==> src/rtl/vector_sequencer_if.sv <==
// rtl/vector_sequencer_if.sv - bus-side signals between the vector sequencer and the shared datapath
//
// Purpose: groups the address-bus mux / data-bus buffer signals driven by the
// interrupt entry sequencer.
// Signals:
//   addr     16  address presented to the bus mux
//   addr_sel  1  1 = sequencer owns the address bus
//   rw        1  1 = read, 0 = write
//   wdata     8  write data to the data-bus buffer
//   data_in   8  read data returned from the pins
interface vector_sequencer_if;
  logic [15:0] addr;
  logic        addr_sel;
  logic        rw;
  logic [7:0]  wdata;
  logic [7:0]  data_in;

  modport master (output addr, addr_sel, rw, wdata, input data_in);
  modport slave  (input addr, addr_sel, rw, wdata, output data_in);
endinterface

==> src/rtl/vector_sequencer.sv <==
// rtl/vector_sequencer.sv - 6502 reset/NMI/IRQ/BRK entry sequencer on the shared datapath
//
// Purpose: runs two dummy reads, pushes PCH/PCL/P, fetches the vector and
// loads PC. One state per step_en strobe; all outputs are registered.
// Ports:
//   clk, rst_n        clock, synchronous active-low reset
//   step_en           datapath phase strobe (state advances only when 1)
//   instr_boundary    decode is at an opcode fetch; interrupts may be taken
//   irq, nmi, brk_req interrupt sources (irq level, nmi rising edge)
//   i_flag            IRQ mask
//   pc_in, sp_in,p_in current PC, stack pointer, status byte
//   bus               address/data bus signals (master side)
//   busy              sequence in progress; decode stalls
//   sp_dec            pulse: decrement SP
//   pc_load,pc_value  pulse + value: load new PC
//   set_i             pulse: set I flag
//   nmi_ack           pulse: an NMI vector was taken
module vector_sequencer #(
  parameter logic [15:0] RESET_VEC  = 16'hFFFC,
  parameter logic [15:0] NMI_VEC    = 16'hFFFA,
  parameter logic [15:0] IRQ_VEC    = 16'hFFFE,
  parameter logic [7:0]  STACK_PAGE = 8'h01
) (
  input  logic                clk,
  input  logic                rst_n,
  input  logic                step_en,
  input  logic                instr_boundary,
  input  logic                irq,
  input  logic                nmi,
  input  logic                brk_req,
  input  logic                i_flag,
  input  logic [15:0]         pc_in,
  input  logic [7:0]          sp_in,
  input  logic [7:0]          p_in,
  vector_sequencer_if.master  bus,
  output logic                busy,
  output logic                sp_dec,
  output logic                pc_load,
  output logic [15:0]         pc_value,
  output logic                set_i,
  output logic                nmi_ack
);

  typedef enum logic [2:0] {IDLE, DUM1, DUM2, PSH_H, PSH_L, PSH_P, VEC_L, VEC_H} state_t;
  typedef enum logic [1:0] {SRC_RESET, SRC_NMI, SRC_IRQ, SRC_BRK} src_t;

  state_t      state, state_d;
  src_t        src, src_d;
  logic [15:0] vec, vec_d;
  logic [7:0]  vec_lo, vec_lo_d;
  logic        reset_pend, reset_pend_d;
  logic        nmi_prev, nmi_lat, nmi_edge;

  logic [15:0] addr_d, pc_value_d;
  logic [7:0]  wdata_d, p_push;
  logic        addr_sel_d, rw_d, sp_dec_d, pc_load_d, set_i_d, nmi_ack_d;

  assign nmi_edge = nmi & ~nmi_prev;

  // Pushed status: bit5 forced to 1, bit4 (B) marks a software BRK.
  assign p_push = (p_in & 8'hEF) | 8'h20 | {3'b000, (src == SRC_BRK), 4'b0000};

  // Bus outputs are registered from the current state each clock, so they
  // settle one clock after a state is entered. The phase strobe arrives at
  // most every other clock, which leaves the bus (and sp_in after an sp_dec)
  // stable before the step edge that consumes it.
  always_comb begin
    state_d      = state;
    src_d        = src;
    vec_d        = vec;
    vec_lo_d     = vec_lo;
    reset_pend_d = reset_pend;
    addr_d       = 16'h0000;
    addr_sel_d   = 1'b0;
    rw_d         = 1'b1;
    wdata_d      = 8'h00;
    sp_dec_d     = 1'b0;
    pc_load_d    = 1'b0;
    set_i_d      = 1'b0;
    nmi_ack_d    = 1'b0;
    pc_value_d   = pc_value;

    unique case (state)
      IDLE: begin
        if (step_en) begin
          if (reset_pend) begin
            src_d   = SRC_RESET;
            vec_d   = RESET_VEC;
            state_d = DUM1;
          end else if (instr_boundary) begin
            if (nmi_lat) begin
              src_d   = SRC_NMI;
              vec_d   = NMI_VEC;
              state_d = DUM1;
            end else if (irq && !i_flag) begin
              src_d   = SRC_IRQ;
              vec_d   = IRQ_VEC;
              state_d = DUM1;
            end else if (brk_req) begin
              src_d   = SRC_BRK;
              vec_d   = IRQ_VEC;
              state_d = DUM1;
            end
          end
        end
      end
      DUM1: begin
        addr_d     = pc_in;
        addr_sel_d = 1'b1;
        if (step_en) state_d = DUM2;
      end
      DUM2: begin
        addr_d     = pc_in;
        addr_sel_d = 1'b1;
        if (step_en) state_d = PSH_H;
      end
      PSH_H, PSH_L, PSH_P: begin
        addr_d     = {STACK_PAGE, sp_in};
        addr_sel_d = 1'b1;
        // A reset sequence walks the stack but never writes it.
        rw_d       = (src == SRC_RESET);
        wdata_d    = (state == PSH_H) ? pc_in[15:8] :
                     (state == PSH_L) ? pc_in[7:0]  : p_push;
        if (step_en) begin
          sp_dec_d = 1'b1;
          state_d  = (state == PSH_H) ? PSH_L :
                     (state == PSH_L) ? PSH_P : VEC_L;
        end
      end
      VEC_L: begin
        addr_d     = vec;
        addr_sel_d = 1'b1;
        if (step_en) begin
          vec_lo_d = bus.data_in;
          state_d  = VEC_H;
        end
      end
      VEC_H: begin
        addr_d     = vec + 16'd1;
        addr_sel_d = 1'b1;
        if (step_en) begin
          pc_value_d = {bus.data_in, vec_lo};
          pc_load_d  = 1'b1;
          set_i_d    = 1'b1;
          nmi_ack_d  = (vec == NMI_VEC);
          if (src == SRC_RESET) reset_pend_d = 1'b0;
          state_d    = IDLE;
        end
      end
      default: state_d = IDLE;
    endcase

    // NMI hijack: a latched NMI redirects an IRQ/BRK sequence as long as the
    // vector fetch has not started; B in the pushed P is left as it was.
    if (nmi_lat && (src == SRC_IRQ || src == SRC_BRK) &&
        (state inside {DUM1, DUM2, PSH_H, PSH_L, PSH_P}))
      vec_d = NMI_VEC;
  end

  always_ff @(posedge clk) begin
    if (!rst_n) begin
      state        <= IDLE;
      src          <= SRC_RESET;
      vec          <= RESET_VEC;
      vec_lo       <= 8'h00;
      reset_pend   <= 1'b1;
      nmi_prev     <= 1'b0;
      nmi_lat      <= 1'b0;
      busy         <= 1'b0;
      bus.addr     <= 16'h0000;
      bus.addr_sel <= 1'b0;
      bus.rw       <= 1'b1;
      bus.wdata    <= 8'h00;
      sp_dec       <= 1'b0;
      pc_load      <= 1'b0;
      pc_value     <= 16'h0000;
      set_i        <= 1'b0;
      nmi_ack      <= 1'b0;
    end else begin
      state        <= state_d;
      src          <= src_d;
      vec          <= vec_d;
      vec_lo       <= vec_lo_d;
      reset_pend   <= reset_pend_d;
      nmi_prev     <= nmi;
      // A new edge in the acknowledging clock keeps the latch set.
      nmi_lat      <= nmi_edge | (nmi_lat & ~nmi_ack_d);
      busy         <= (state_d != IDLE);
      bus.addr     <= addr_d;
      bus.addr_sel <= addr_sel_d;
      bus.rw       <= rw_d;
      bus.wdata    <= wdata_d;
      sp_dec       <= sp_dec_d;
      pc_load      <= pc_load_d;
      pc_value     <= pc_value_d;
      set_i        <= set_i_d;
      nmi_ack      <= nmi_ack_d;
    end
  end

endmodule

==> src/flat_wrapper.sv <==
// flat-port wrapper written by rule: the top's interface ports become plain ports
module vector_sequencer_flat 
#(
  parameter logic [15:0] RESET_VEC  = 16'hFFFC,
  parameter logic [15:0] NMI_VEC    = 16'hFFFA,
  parameter logic [15:0] IRQ_VEC    = 16'hFFFE,
  parameter logic [7:0]  STACK_PAGE = 8'h01
)
  (clk, rst_n, step_en, instr_boundary, irq, nmi, brk_req, i_flag, pc_in, sp_in, p_in, busy, sp_dec, pc_load, pc_value, set_i, nmi_ack, bus_addr, bus_addr_sel, bus_rw, bus_wdata, bus_data_in);
  vector_sequencer_if bus_i ();
  input  logic clk;
  input  logic rst_n;
  input  logic step_en;
  input  logic instr_boundary;
  input  logic irq;
  input  logic nmi;
  input  logic brk_req;
  input  logic i_flag;
  input  logic [15:0] pc_in;
  input  logic [7:0] sp_in;
  input  logic [7:0] p_in;
  output logic busy;
  output logic sp_dec;
  output logic pc_load;
  output logic [15:0] pc_value;
  output logic set_i;
  output logic nmi_ack;
  output wire logic [$bits(bus_i.addr)-1:0] bus_addr;
  output wire logic [$bits(bus_i.addr_sel)-1:0] bus_addr_sel;
  output wire logic [$bits(bus_i.rw)-1:0] bus_rw;
  output wire logic [$bits(bus_i.wdata)-1:0] bus_wdata;
  input wire logic [$bits(bus_i.data_in)-1:0] bus_data_in;
  assign bus_addr = bus_i.addr;
  assign bus_addr_sel = bus_i.addr_sel;
  assign bus_rw = bus_i.rw;
  assign bus_wdata = bus_i.wdata;
  assign bus_i.data_in = bus_data_in;
  vector_sequencer #(.RESET_VEC(RESET_VEC), .NMI_VEC(NMI_VEC), .IRQ_VEC(IRQ_VEC), .STACK_PAGE(STACK_PAGE)) u_core (.clk(clk), .rst_n(rst_n), .step_en(step_en), .instr_boundary(instr_boundary), .irq(irq), .nmi(nmi), .brk_req(brk_req), .i_flag(i_flag), .pc_in(pc_in), .sp_in(sp_in), .p_in(p_in), .bus(bus_i), .busy(busy), .sp_dec(sp_dec), .pc_load(pc_load), .pc_value(pc_value), .set_i(set_i), .nmi_ack(nmi_ack));
endmodule
==> config.mk <==
export PLATFORM = sky130hd
export DESIGN_NAME = vector_sequencer_flat
export DESIGN_NICKNAME = d
export VERILOG_FILES = /design/src/rtl/vector_sequencer_if.sv /design/src/rtl/vector_sequencer.sv /design/src/flat_wrapper.sv
export SDC_FILE = /design/constraint.sdc
export NUM_CORES = 1
export LEC_CHECK = 0
export BUFFER_PORTS_ARGS = -buffer_cell sky130_fd_sc_hd__buf_4
export CORE_ASPECT_RATIO = 1.75
export CORE_MARGIN = 5
export CORE_UTILIZATION = 54
export DETAILED_ROUTE_END_ITERATION = 12
export PLACE_DENSITY = 0.85
export RECOVER_POWER = 100
export SETUP_SLACK_MARGIN = 0.02
export SKIP_CTS_REPAIR_TIMING = 1
export SLEW_MARGIN = 20
export SYNTH_ARGS = -nofsm -noshare
export SYNTH_HDL_FRONTEND = slang
export SYNTH_SLANG_ARGS = --single-unit
==> constraint.sdc <==
create_clock -name clk -period 4.35 [get_ports clk]
set_input_delay 0.2175 -clock clk [delete_from_list [all_inputs] [get_ports clk]]
set_output_delay 0.2175 -clock clk [all_outputs]
set_load 0.02 [all_outputs]
==> flow_summary.json, run 1 <==
{
  "period_needed_ps": 3060,
  "hold_depth": 2,
  "r2r_cells": 4,
  "synth_area_leaders": "dfxtp_1 46%, a21boi_0 10%, nand2_1 9.4%",
  "core_um2": 5020,
  "vias_per_cell": 5.50,
  "yosysWarnings": 0,
  "synth_top_area_share_pct": 45.8,
  "finalNonFillerCells": 453,
  "hp-class": "in -> reg",
  "vias": 2493,
  "tightestPinTransition_ps": 1730,
  "grt_pass1_vias": 2570,
  "final_hold_viol_count": 0,
  "port_buffers": 92,
  "diodes": 0,
  "antenna_found_initial": 0,
  "fp.dieW_um": 64.4,
  "status": "finished with violations",
  "synth_cells": 310,
  "p_sw_share_pct": 26.4,
  "period_share_pct": 70.5,
  "p_clk_share_pct": 37.1,
  "ys_seq_area_share_pct": 45.8,
  "dp_hpwl_um": 5100,
  "leakage_nw": 1.24,
  "die-area_um2": 6770,
  "io_pins": 95,
  "area_delta_synth_final_pct": 20.8,
  "synth_area_um2": 2800,
  "grt_pass1_wl_um": 11700,
  "gp_congestion": 0.750,
  "root_buffer": "clkbuf_8",
  "drt_first_iter_violations": 119,
  "cts_sinks": 64,
  "synthArstFlopShare_pct": 0,
  "ir_drop_v": 0.000286,
  "fp-row-count": 34,
  "worstSkewPairLatency_ps": 340,
  "syn_nets": 358,
  "layout.nets": 442,
  "rsz0062_at_grt": "no",
  "crit_path_end_kind": "register",
  "tns_ps": 0,
  "switchingPower_mw": 0.312,
  "worstReg2RegStart": "u_core.state[1]$_SDFF_PN0_",
  "synth_seq_cells": 64,
  "htreeDepth": 3,
  "synth_area_leader_cell": "dfxtp_1",
  "grtUsageTotal_pct": 21.9,
  "hold_end": "u_core.nmi_prev$_SDFF_PN0_",
  "setup_viol": 0,
  "drive_above_1_share_pct": 17.8,
  "power_density_nw_per_um2": 350,
  "die_h_um": 105,
  "failed_checks": "capacitance limit, slew limit",
  "clock_skew_ps": 6.69,
  "firstDrtPassIters": 4,
  "min_from": "nmi",
  "slew_violations": 52,
  "dp_cells": 437,
  "syn_avg_cell_area_um2": 9.02,
  "yosys-top-cells-count": "70 x nand2_1, 64 x dfxtp_1, 38 x a21boi_0",
  "numCtsBuffers": 9,
  "synth_flop_cell": "dfxtp_1",
  "r2r-end": "u_core.reset_pend$_SDFFE_PN1P_",
  "path_class": "reg -> reg",
  "clockBufferDepth": 2,
  "intPower_mw": 0.868,
  "worst_hold_slack_ps": 104,
  "initial_core_util_pct": 55.7,
  "synth_edf_count": 0,
  "clk_pin_slew_ps": 70,
  "reg2reg_slack_ps": 1290,
  "comb_power_share_pct": 11.0,
  "drt-wirelength-per-cell_um": 15.4,
  "wl_um": 7000,
  "postRouteAntennaNets": 0,
  "grt_overflow": 0,
  "drv_cap": 2,
  "path_max_fanout": 22,
  "power_mw": 1.18,
  "crit_required_ps": 4510,
  "synth_cell_types": 47,
  "cp-start-kind": "register",
  "timing.fmax_mhz": 326,
  "grt_start_max_net_pins": 52,
  "cts_tree": "done",
  "arrival_ps": 3230,
  "worst_slew_margin_rel_pct": -15.2,
  "post-synth-top-count-cell": "nand2_1",
  "p_seq_share_pct": 51.8,
  "drc": 0
}
sequential cells by signal, summed over array words and instances (netlist names), 2 cells and up:
name / cells
u_core.vec_lo: 8
u_core.state: 3
u_core.src: 2
u_core.bus.addr: 16
u_core.pc_value: 16
u_core.vec: 2
u_core.bus.wdata: 8
per-stage QoR:
step / worst slack [ps] / area [µm²] / utilization [%]
2_1_floorplan: 2960 / 2800 / -
3_3_place_gp: 2070 / 3450 / 68.8
3_5_place_dp: 2030 / 3450 / 68.8
4_1_cts: 2040 / 3620 / 72.2
5_1_grt: 918 / 3380 / 67.3
6_report: 1290 / 3380 / 67.3
per-layer routing:
layer / wire length [µm] / global-route usage, %
met1: 2580 / 22.1
met3: 549 / 7.41
met2: 3680 / 39.0
met5: 0 / 0
met4: 193 / 11.2
kinds of logic after synthesis:
family | after synthesis | share of synthesized area, %
xor gates and xnor gates | 3 | 0.940
AOI/OAI and AO/OA | 89 | 22.6
and+or+nand+nor | 116 | 21.1
buffers and inverters | 26 | 4.88
muxes | 11 | 4.30
adders and majority gates | 1 | 0.358
DFF | 64 | 45.8
how the worst max path moves through the flow:
| stage | startpoint | cells past startpoint | slack [ps] | to |
|---|---|---|---|---|
| 2_1_floorplan | u_core.state[0]$_SDFF_PN0_ | 5 | 2960 | u_core.bus.addr[3]$_SDFF_PN0_ |
| 3_3_place_gp | u_core.state[2]$_SDFF_PN0_ | 3 | 2070 | u_core.reset_pend$_SDFFE_PN1P_ |
| 4_1_cts | u_core.state[2]$_SDFF_PN0_ | 3 | 2040 | u_core.reset_pend$_SDFFE_PN1P_ |
| 3_5_place_dp | u_core.state[2]$_SDFF_PN0_ | 3 | 2030 | u_core.reset_pend$_SDFFE_PN1P_ |
| 6_report | u_core.state[1]$_SDFF_PN0_ | 4 | 1290 | u_core.reset_pend$_SDFFE_PN1P_ |
| 5_1_grt | u_core.state[1]$_SDFF_PN0_ | 4 | 920 | u_core.reset_pend$_SDFFE_PN1P_ |
cell usage in the layout (no fill, tap or decap), types with 2 or more instances in the layout:
cell | netlist | final
a211oi_1 | 3 | 3
buf_4 | 8 | 44
a22oi_1 | 11 | 11
a21boi_0 | 38 | 40
mux2i_1 | 3 | 3
dfxtp_1 | 64 | 64
nor3b_1 | 1 | 2
inv_1 | 5 | 5
clkbuf_8 | 0 | 9
nand3_1 | 3 | 3
mux2_2 | 8 | 8
nor3_1 | 3 | 4
and2_0 | 0 | 3
a21oi_1 | 9 | 9
o21bai_1 | 2 | 2
xnor2_1 | 3 | 3
nand2b_1 | 2 | 2
nand2_1 | 70 | 70
clkinv_2 | 0 | 3
nor2b_1 | 13 | 13
o21ai_0 | 14 | 15
nor2_1 | 5 | 6
and3b_1 | 2 | 2
clkinv_4 | 0 | 3
a221oi_1 | 2 | 2
clkbuf_1 | 6 | 50
nand4_1 | 1 | 2
worst max-delay path, cell delays in order, from the launching register on:
cell and delay (ps):
dfxtp_1 720, clkbuf_1 730, nand4_1 870, o31ai_1 490, nand2_1 80
area by class of cell:
type	count	area, µm²
clock buffer	9	124
clock inverter	7	48.8
fill	476	1640
inverter	5	18.8
multi-input combinational	220	1320
sequential	64	1280
tap	54	67.6
timing repair buffer	94	518
power by group through the flow:
stage	sequential (mW)	combinational (mW)	clock (mW)
after CTS	0.612	0.144	0.451
after floorplan	0.630	0.0755	0
after global routing	0.614	0.143	0.483
final	0.612	0.130	0.438
after detailed placement	0.626	0.144	0
after global placement	0.625	0.140	0
No activity file was read; power rests on OpenSTA's default activity.
==> run 2, diff against run 1 <==
--- a/config.mk
+++ b/config.mk
@@ -8,9 +8,9 @@
 export BUFFER_PORTS_ARGS = -buffer_cell sky130_fd_sc_hd__buf_4
 export CORE_ASPECT_RATIO = 1.75
 export CORE_MARGIN = 5
-export CORE_UTILIZATION = 54
+export CORE_UTILIZATION = 45
 export DETAILED_ROUTE_END_ITERATION = 12
-export PLACE_DENSITY = 0.85
+export PLACE_DENSITY = 0.76
 export RECOVER_POWER = 100
 export SETUP_SLACK_MARGIN = 0.02
 export SKIP_CTS_REPAIR_TIMING = 1
==> constraint.sdc (replaced) <==
create_clock -name clk -period 2.5 [get_ports clk]
set_input_delay 0.125 -clock clk [delete_from_list [all_inputs] [get_ports clk]]
set_output_delay 0.125 -clock clk [all_outputs]
set_load 0.02 [all_outputs]
==> run 2 against run 1 <==
The flow now finishes without violations. Critical path depth is the same. Die area grew 17%. Wire length up 1.7%. Largest cell class unchanged. Largest power group unchanged.
==> flow_summary.json, run 2 (same netlist as run 1, synthesis figures left out) <==
{
  "status": "finished clean",
  "leakage_nw": 1.30,
  "power_density_nw_per_um2": 628,
  "dp_hpwl_um": 5180,
  "crit_path_end_kind": "register",
  "final_cell_mix": "70 x nand2_1, 64 x dfxtp_1, 49 x clkbuf_1",
  "finalNonFillerCells": 482,
  "grt_pass1_wl_um": 11600,
  "core_um2": 6130,
  "fin_area_um2": 3510,
  "place_area_um2": 3510,
  "dp_cells": 466,
  "setup.worst_path.end": "u_core.bus.wdata[4]$_SDFF_PN0_",
  "drv_cap": 0,
  "worstSkewPairLatency_ps": 340,
  "slew_violations": 0,
  "regArea_um2": 1280,
  "clock_skew_ps": 9.95,
  "drc": 0,
  "postRouteAntennaNets": 0,
  "gp_congestion": 0.855,
  "cts_sinks": 64,
  "htreeDepth": 3,
  "grt_start_max_net_pins": 52,
  "clk_pin_slew_ps": 70,
  "grtUsageTotal_pct": 18.5,
  "rsz0062_at_grt": "no",
  "reg2reg_slack_ps": 420,
  "biggestRegsByFlops": "u_core.bus.addr (16), u_core.pc_value (16)",
  "crit_required_ps": 2680,
  "cp-startpoint": "u_core.state[1]$_SDFF_PN0_",
  "min_from": "p_in[6]",
  "tns_ps": 0,
  "initial_core_util_pct": 45.6,
  "clockBufferDepth": 2,
  "area_delta_synth_final_pct": 25.6,
  "vias": 2484,
  "fp-row-count": 38,
  "grt_pass1_vias": 2496,
  "ir_drop_v": 0.000377,
  "tightestPinTransition_ps": 954,
  "port_buffers": 92,
  "path_max_fanout": 12,
  "wl_um": 7120,
  "cts_tree": "done",
  "fillerInstances": 616,
  "setup_viol": 0,
  "die-area_um2": 7950,
  "grt_overflow": 0,
  "period_share_pct": 83.1,
  "firstDrtPassIters": 4,
  "hp-class": "in -> reg",
  "r2r-end": "u_core.bus.wdata[4]$_SDFF_PN0_",
  "layout.nets": 446,
  "arrival_ps": 2260,
  "numCtsBuffers": 9,
  "root_buffer": "clkbuf_8",
  "die_h_um": 114,
  "antenna_found_initial": 0,
  "timing.fmax_mhz": 481,
  "final_hold_viol_count": 0,
  "drt_first_iter_violations": 234,
  "multi_input_area_um2": 1360,
  "worst_slew_margin_rel_pct": 35.9,
  "layout_commonest_cell": "nand2_1",
  "fp.dieW_um": 69.6,
  "r2r_cells": 4,
  "path_class": "reg -> reg",
  "io_pins": 95,
  "period_needed_ps": 2080,
  "worstReg2RegStart": "u_core.state[1]$_SDFF_PN0_",
  "power_mw": 2.21,
  "drt-wirelength-per-cell_um": 14.8,
  "diodes": 0,
  "cp-start-kind": "register",
  "vias_per_cell": 5.15,
  "drive_above_1_share_pct": 19.4
}
run 2: cell types whose count changed in the layout (fill, tap and decap cells not counted), sizes merged:
cell         delta
buf             +2
bufinv          +1
clkbuf          +4
clkinv          -4
clkinvlp        -1
dlygate4sd3     +1
run 2: critical path, cell delays in order, from the launching register on:
cell and delay, ps:
dfxtp_1 570, clkbuf_1 450, nor2b_1 100, o21ai_1 660
nor3_1 140
run 2: metal layers:
layer | wire [µm] | vias up | track usage [%]
met5 | 0 | - | 0
met4 | 165 | 0 | 9.52
met3 | 548 | 13 | 7.82
met2 | 3780 | 83 | 33.5
met1 | 2620 | 1147 | 17.6
li1 | - | 1241 | -
run 2: worst min-delay path by stage:
stage / cells after the start / to / slack (ps)
after global routing: 3 / u_core.vec_lo[7]$_SDFFE_PN0P_ / 30
final: 3 / u_core.bus.wdata[6]$_SDFF_PN0_ / 40
after CTS: 2 / u_core.nmi_prev$_SDFF_PN0_ / -10
after detailed placement: 2 / u_core.nmi_prev$_SDFF_PN0_ / 360
after floorplan: 1 / u_core.nmi_prev$_SDFF_PN0_ / 250
after global placement: 2 / u_core.nmi_prev$_SDFF_PN0_ / 340
run 2: power breakdown:
group | switching, mW | internal [mW] | leakage, nW | total, mW
logic | 0.125 | 0.114 | 0.673 | 0.240
clock network | 0.375 | 0.533 | 0.108 | 0.908
registers | 0.0159 | 1.04 | 0.519 | 1.06
total | 0.516 | 1.69 | 1.30 | 2.21
run 2: through the flow:
step | utilization (%) | hold WS (ps) | setup WS [ps]
3_3_place_gp | 57.2 | 345 | 750
3_5_place_dp | 57.2 | 356 | 686
5_1_grt | 57.3 | 34.7 | 262
4_1_cts | 60.5 | -12.9 | 665
2_1_floorplan | - | 252 | 1110
6_report | 57.3 | 38.0 | 423
run 2: area by class of cell:
type	count	area share (%)
sequential	64	36.5
multi-input combinational	220	38.6
tap	80	2.85
timing repair buffer	98	15.7
clock inverter	3	1.14
clock buffer	12	4.70
inverter	5	0.534
==> run 3, diff against run 2 <==
--- a/config.mk
+++ b/config.mk
@@ -5,12 +5,13 @@
 export SDC_FILE = /design/constraint.sdc
 export NUM_CORES = 1
 export LEC_CHECK = 0
+export ABC_AREA = 1
 export BUFFER_PORTS_ARGS = -buffer_cell sky130_fd_sc_hd__buf_4
 export CORE_ASPECT_RATIO = 1.75
 export CORE_MARGIN = 5
-export CORE_UTILIZATION = 45
+export CORE_UTILIZATION = 43
 export DETAILED_ROUTE_END_ITERATION = 12
-export PLACE_DENSITY = 0.76
+export PLACE_DENSITY = 0.75
 export RECOVER_POWER = 100
 export SETUP_SLACK_MARGIN = 0.02
 export SKIP_CTS_REPAIR_TIMING = 1
==> constraint.sdc (replaced) <==
create_clock -name clk -period 1.8 [get_ports clk]
set_input_delay 0.09 -clock clk [delete_from_list [all_inputs] [get_ports clk]]
set_output_delay 0.09 -clock clk [all_outputs]
set_load 0.02 [all_outputs]
==> run 3 against run 2 <==
The run now ends with hold timing left. Cell count increased by 1.7%. Via count is 4.2% lower. Global-route usage grew 0.39 points. Non-clock buffer count up 1. Clock power is 35% higher. Combinational power is 54% higher. Area after synthesis fell by 12%. Power is 40% higher. Die area down 7.1%. Synthesized cell count did not move. Critical path type unchanged. Highest routed layer unchanged.
==> flow_summary.json, run 3 <==
{
  "status": "finished with violations",
  "failed_checks": "hold timing",
  "hp-class": "in -> reg",
  "ys_seq_area_share_pct": 52.1,
  "syn_nets": 358,
  "synth_cell_types": 26,
  "period_share_pct": 87.2,
  "crit_slowest_cell": "dfxtp_1",
  "drt-wirelength-per-cell_um": 13.4,
  "layout.nets": 457,
  "leakage_nw": 1.41,
  "vias_per_cell": 4.86,
  "root_buffer": "clkbuf_8",
  "tightestPinTransition_ps": 451,
  "ir_drop_v": 0.000545,
  "synth_xor_area_share_pct": 0.356,
  "path_class": "reg -> reg",
  "synthAdderAreaFrac_pct": 0,
  "cp-start-kind": "register",
  "synthSimpleGateAreaFrac_pct": 28.5,
  "wl_um": 6580,
  "syn_avg_cell_area_um2": 7.93,
  "tns_ps": 0,
  "worst_hold_slack_ps": -3.24,
  "io_pins": 95,
  "synth_cells": 310,
  "grt_start_max_net_pins": 25,
  "crit_required_ps": 2080,
  "fp-row-count": 36,
  "final_hold_viol_count": 1,
  "clock_skew_ps": 5.97,
  "synth_seq_cells": 64,
  "grtUsageTotal_pct": 18.9,
  "fp.dieW_um": 67.1,
  "initial_core_util_pct": 44.0,
  "drv_cap": 0,
  "dp_cells": 472,
  "slowest_delay_ps": 420,
  "setup_viol": 0,
  "muxShareOfSynthArea_pct": 0,
  "power_density_nw_per_um2": 954,
  "clockBufferDepth": 2,
  "layout_commonest_cell": "dfxtp_1",
  "dp_hpwl_um": 5050,
  "grt_pass1_wl_um": 10200,
  "numCtsBuffers": 9,
  "yosys-top-cells-count": "64 x dfxtp_1, 61 x nor2_1, 56 x nand2_1",
  "port_buffers": 92,
  "synth_compound_area_share_pct": 12.4,
  "rsz0062_at_grt": "no",
  "synth_area_leaders": "dfxtp_1 52%, nor2_1 9.3%, nand2_1 8.6%",
  "slew_violations": 0,
  "post-synth-top-count-cell": "dfxtp_1",
  "synth_top_area_share_pct": 52.1,
  "crit_chain": "nand2_2 -> inv_2 -> clkbuf_1 -> nand3_1 -> nand2_1 -> inv_1 -> a21oi_1",
  "worstSkewPairLatency_ps": 350,
  "firstDrtPassIters": 4,
  "synth_area_leader_cell": "dfxtp_1",
  "crit_path_end_kind": "register",
  "synth_area_um2": 2460,
  "cp_top_family": "buffers and inverters",
  "worst_slew_margin_rel_pct": 69.9,
  "post-place-ws_ps": 417,
  "timing.fmax_mhz": 637,
  "synth_edf_count": 0,
  "grt_overflow": 0,
  "arrival_ps": 1850,
  "core_um2": 5590,
  "path_buf_inv": 3,
  "drc": 0,
  "die-area_um2": 7390,
  "finalNonFillerCells": 490,
  "biggestRegsByFlops": "u_core.bus.addr (16), u_core.pc_value (16)",
  "yosysWarnings": 0,
  "gp_congestion": 0.749,
  "fin_ws_ps": 230,
  "postRouteAntennaNets": 0,
  "diodes": 0,
  "path_max_fanout": 10,
  "cts_tree": "done",
  "drt_first_iter_violations": 140,
  "grt_pass1_vias": 2321,
  "synthArstFlopShare_pct": 0,
  "area_delta_synth_final_pct": 32.0,
  "cts_sinks": 64,
  "drive_above_1_share_pct": 19.1,
  "clk_pin_slew_ps": 70,
  "final_cell_mix": "64 x dfxtp_1, 62 x nor2_1, 58 x nand2_1",
  "period_needed_ps": 1570,
  "synth_top_family_by_area": "simple AND/OR/NAND/NOR gates",
  "vias": 2380,
  "die_h_um": 110,
  "htreeDepth": 3,
  "synth_flop_cell": "dfxtp_1",
  "power_mw": 3.09,
  "antenna_found_initial": 0
}
## run 3: cell types whose count changed after synthesis, sizes merged, moves of 12 or more
cell	previous run	this run
nor2b	13	0
o21ai	15	27
a21oi	9	21
a21boi	40	0
nand3	3	20
inv	5	23
nor2	7	66
## run 3: logic make-up (layout without fill, tap and decap cells)
family                    count (synthesis)  after routing
AOI/OAI and AO/OA                        58             58
buffers and inverters                    35            139
DFF                                      64             64
and+or+nand+nor                         152            152
xor gates and xnor gates                  1              1
## run 3: layer usage
layer / wire, µm / global-route usage, % / vias up
met2: 3560 / 36.1 / 95
met4: 163 / 8.85 / 0
met1: 2240 / 15.7 / 1078
met5: 0 / 0 / -
li1: - / - / 1193
met3: 617 / 8.52 / 14
## run 3: path summary, 6_finish.rpt
check                        startpoint                              to  slack (ps)  cells past startpoint
max          u_core.state[0]$_SDFF_PN0_  u_core.bus.wdata[4]$_SDFF_PN0_         230                      7
min                           pc_in[13]  u_core.bus.wdata[5]$_SDFF_PN0_          -3                      3
max reg2reg  u_core.state[0]$_SDFF_PN0_  u_core.bus.wdata[4]$_SDFF_PN0_         230                      7
min reg2reg  u_core.nmi_prev$_SDFF_PN0_       u_core.nmi_lat$_SDFF_PN0_         420                      1
## run 3: final cells by class
cell class / instances / area [µm²]
multi-input cells: 211 / 1000
well taps: 76 / 95.1
flip-flops and latches: 64 / 1280
clock inverters: 3 / 40.0
repair buffers: 99 / 568
clock buffers: 13 / 159
inverters: 24 / 96.3
fillers: 600 / 2340
## run 3: per-stage QoR
step / utilization [%] / hold slack (ps) / area, µm²
2_1_floorplan: - / 197 / 2460
3_3_place_gp: 57.5 / 293 / 3210
3_5_place_dp: 57.5 / 304 / 3210
4_1_cts: 61.1 / -70.8 / 3410
5_1_grt: 58.1 / 5.43 / 3240
6_report: 58.1 / -3.24 / 3240
## run 3: power by group
group	total, mW	internal [mW]	switching [mW]
registers	1.49	1.47	0.0254
clock network	1.23	0.711	0.518
logic	0.370	0.145	0.225
## run 3: worst min-delay path, delay by kind of cell
kind                   cells  cell delay (ps)
AND/OR/NAND/NOR            1               70
buffers and inverters      1               90
AO/OA/AOI/OAI              1               60
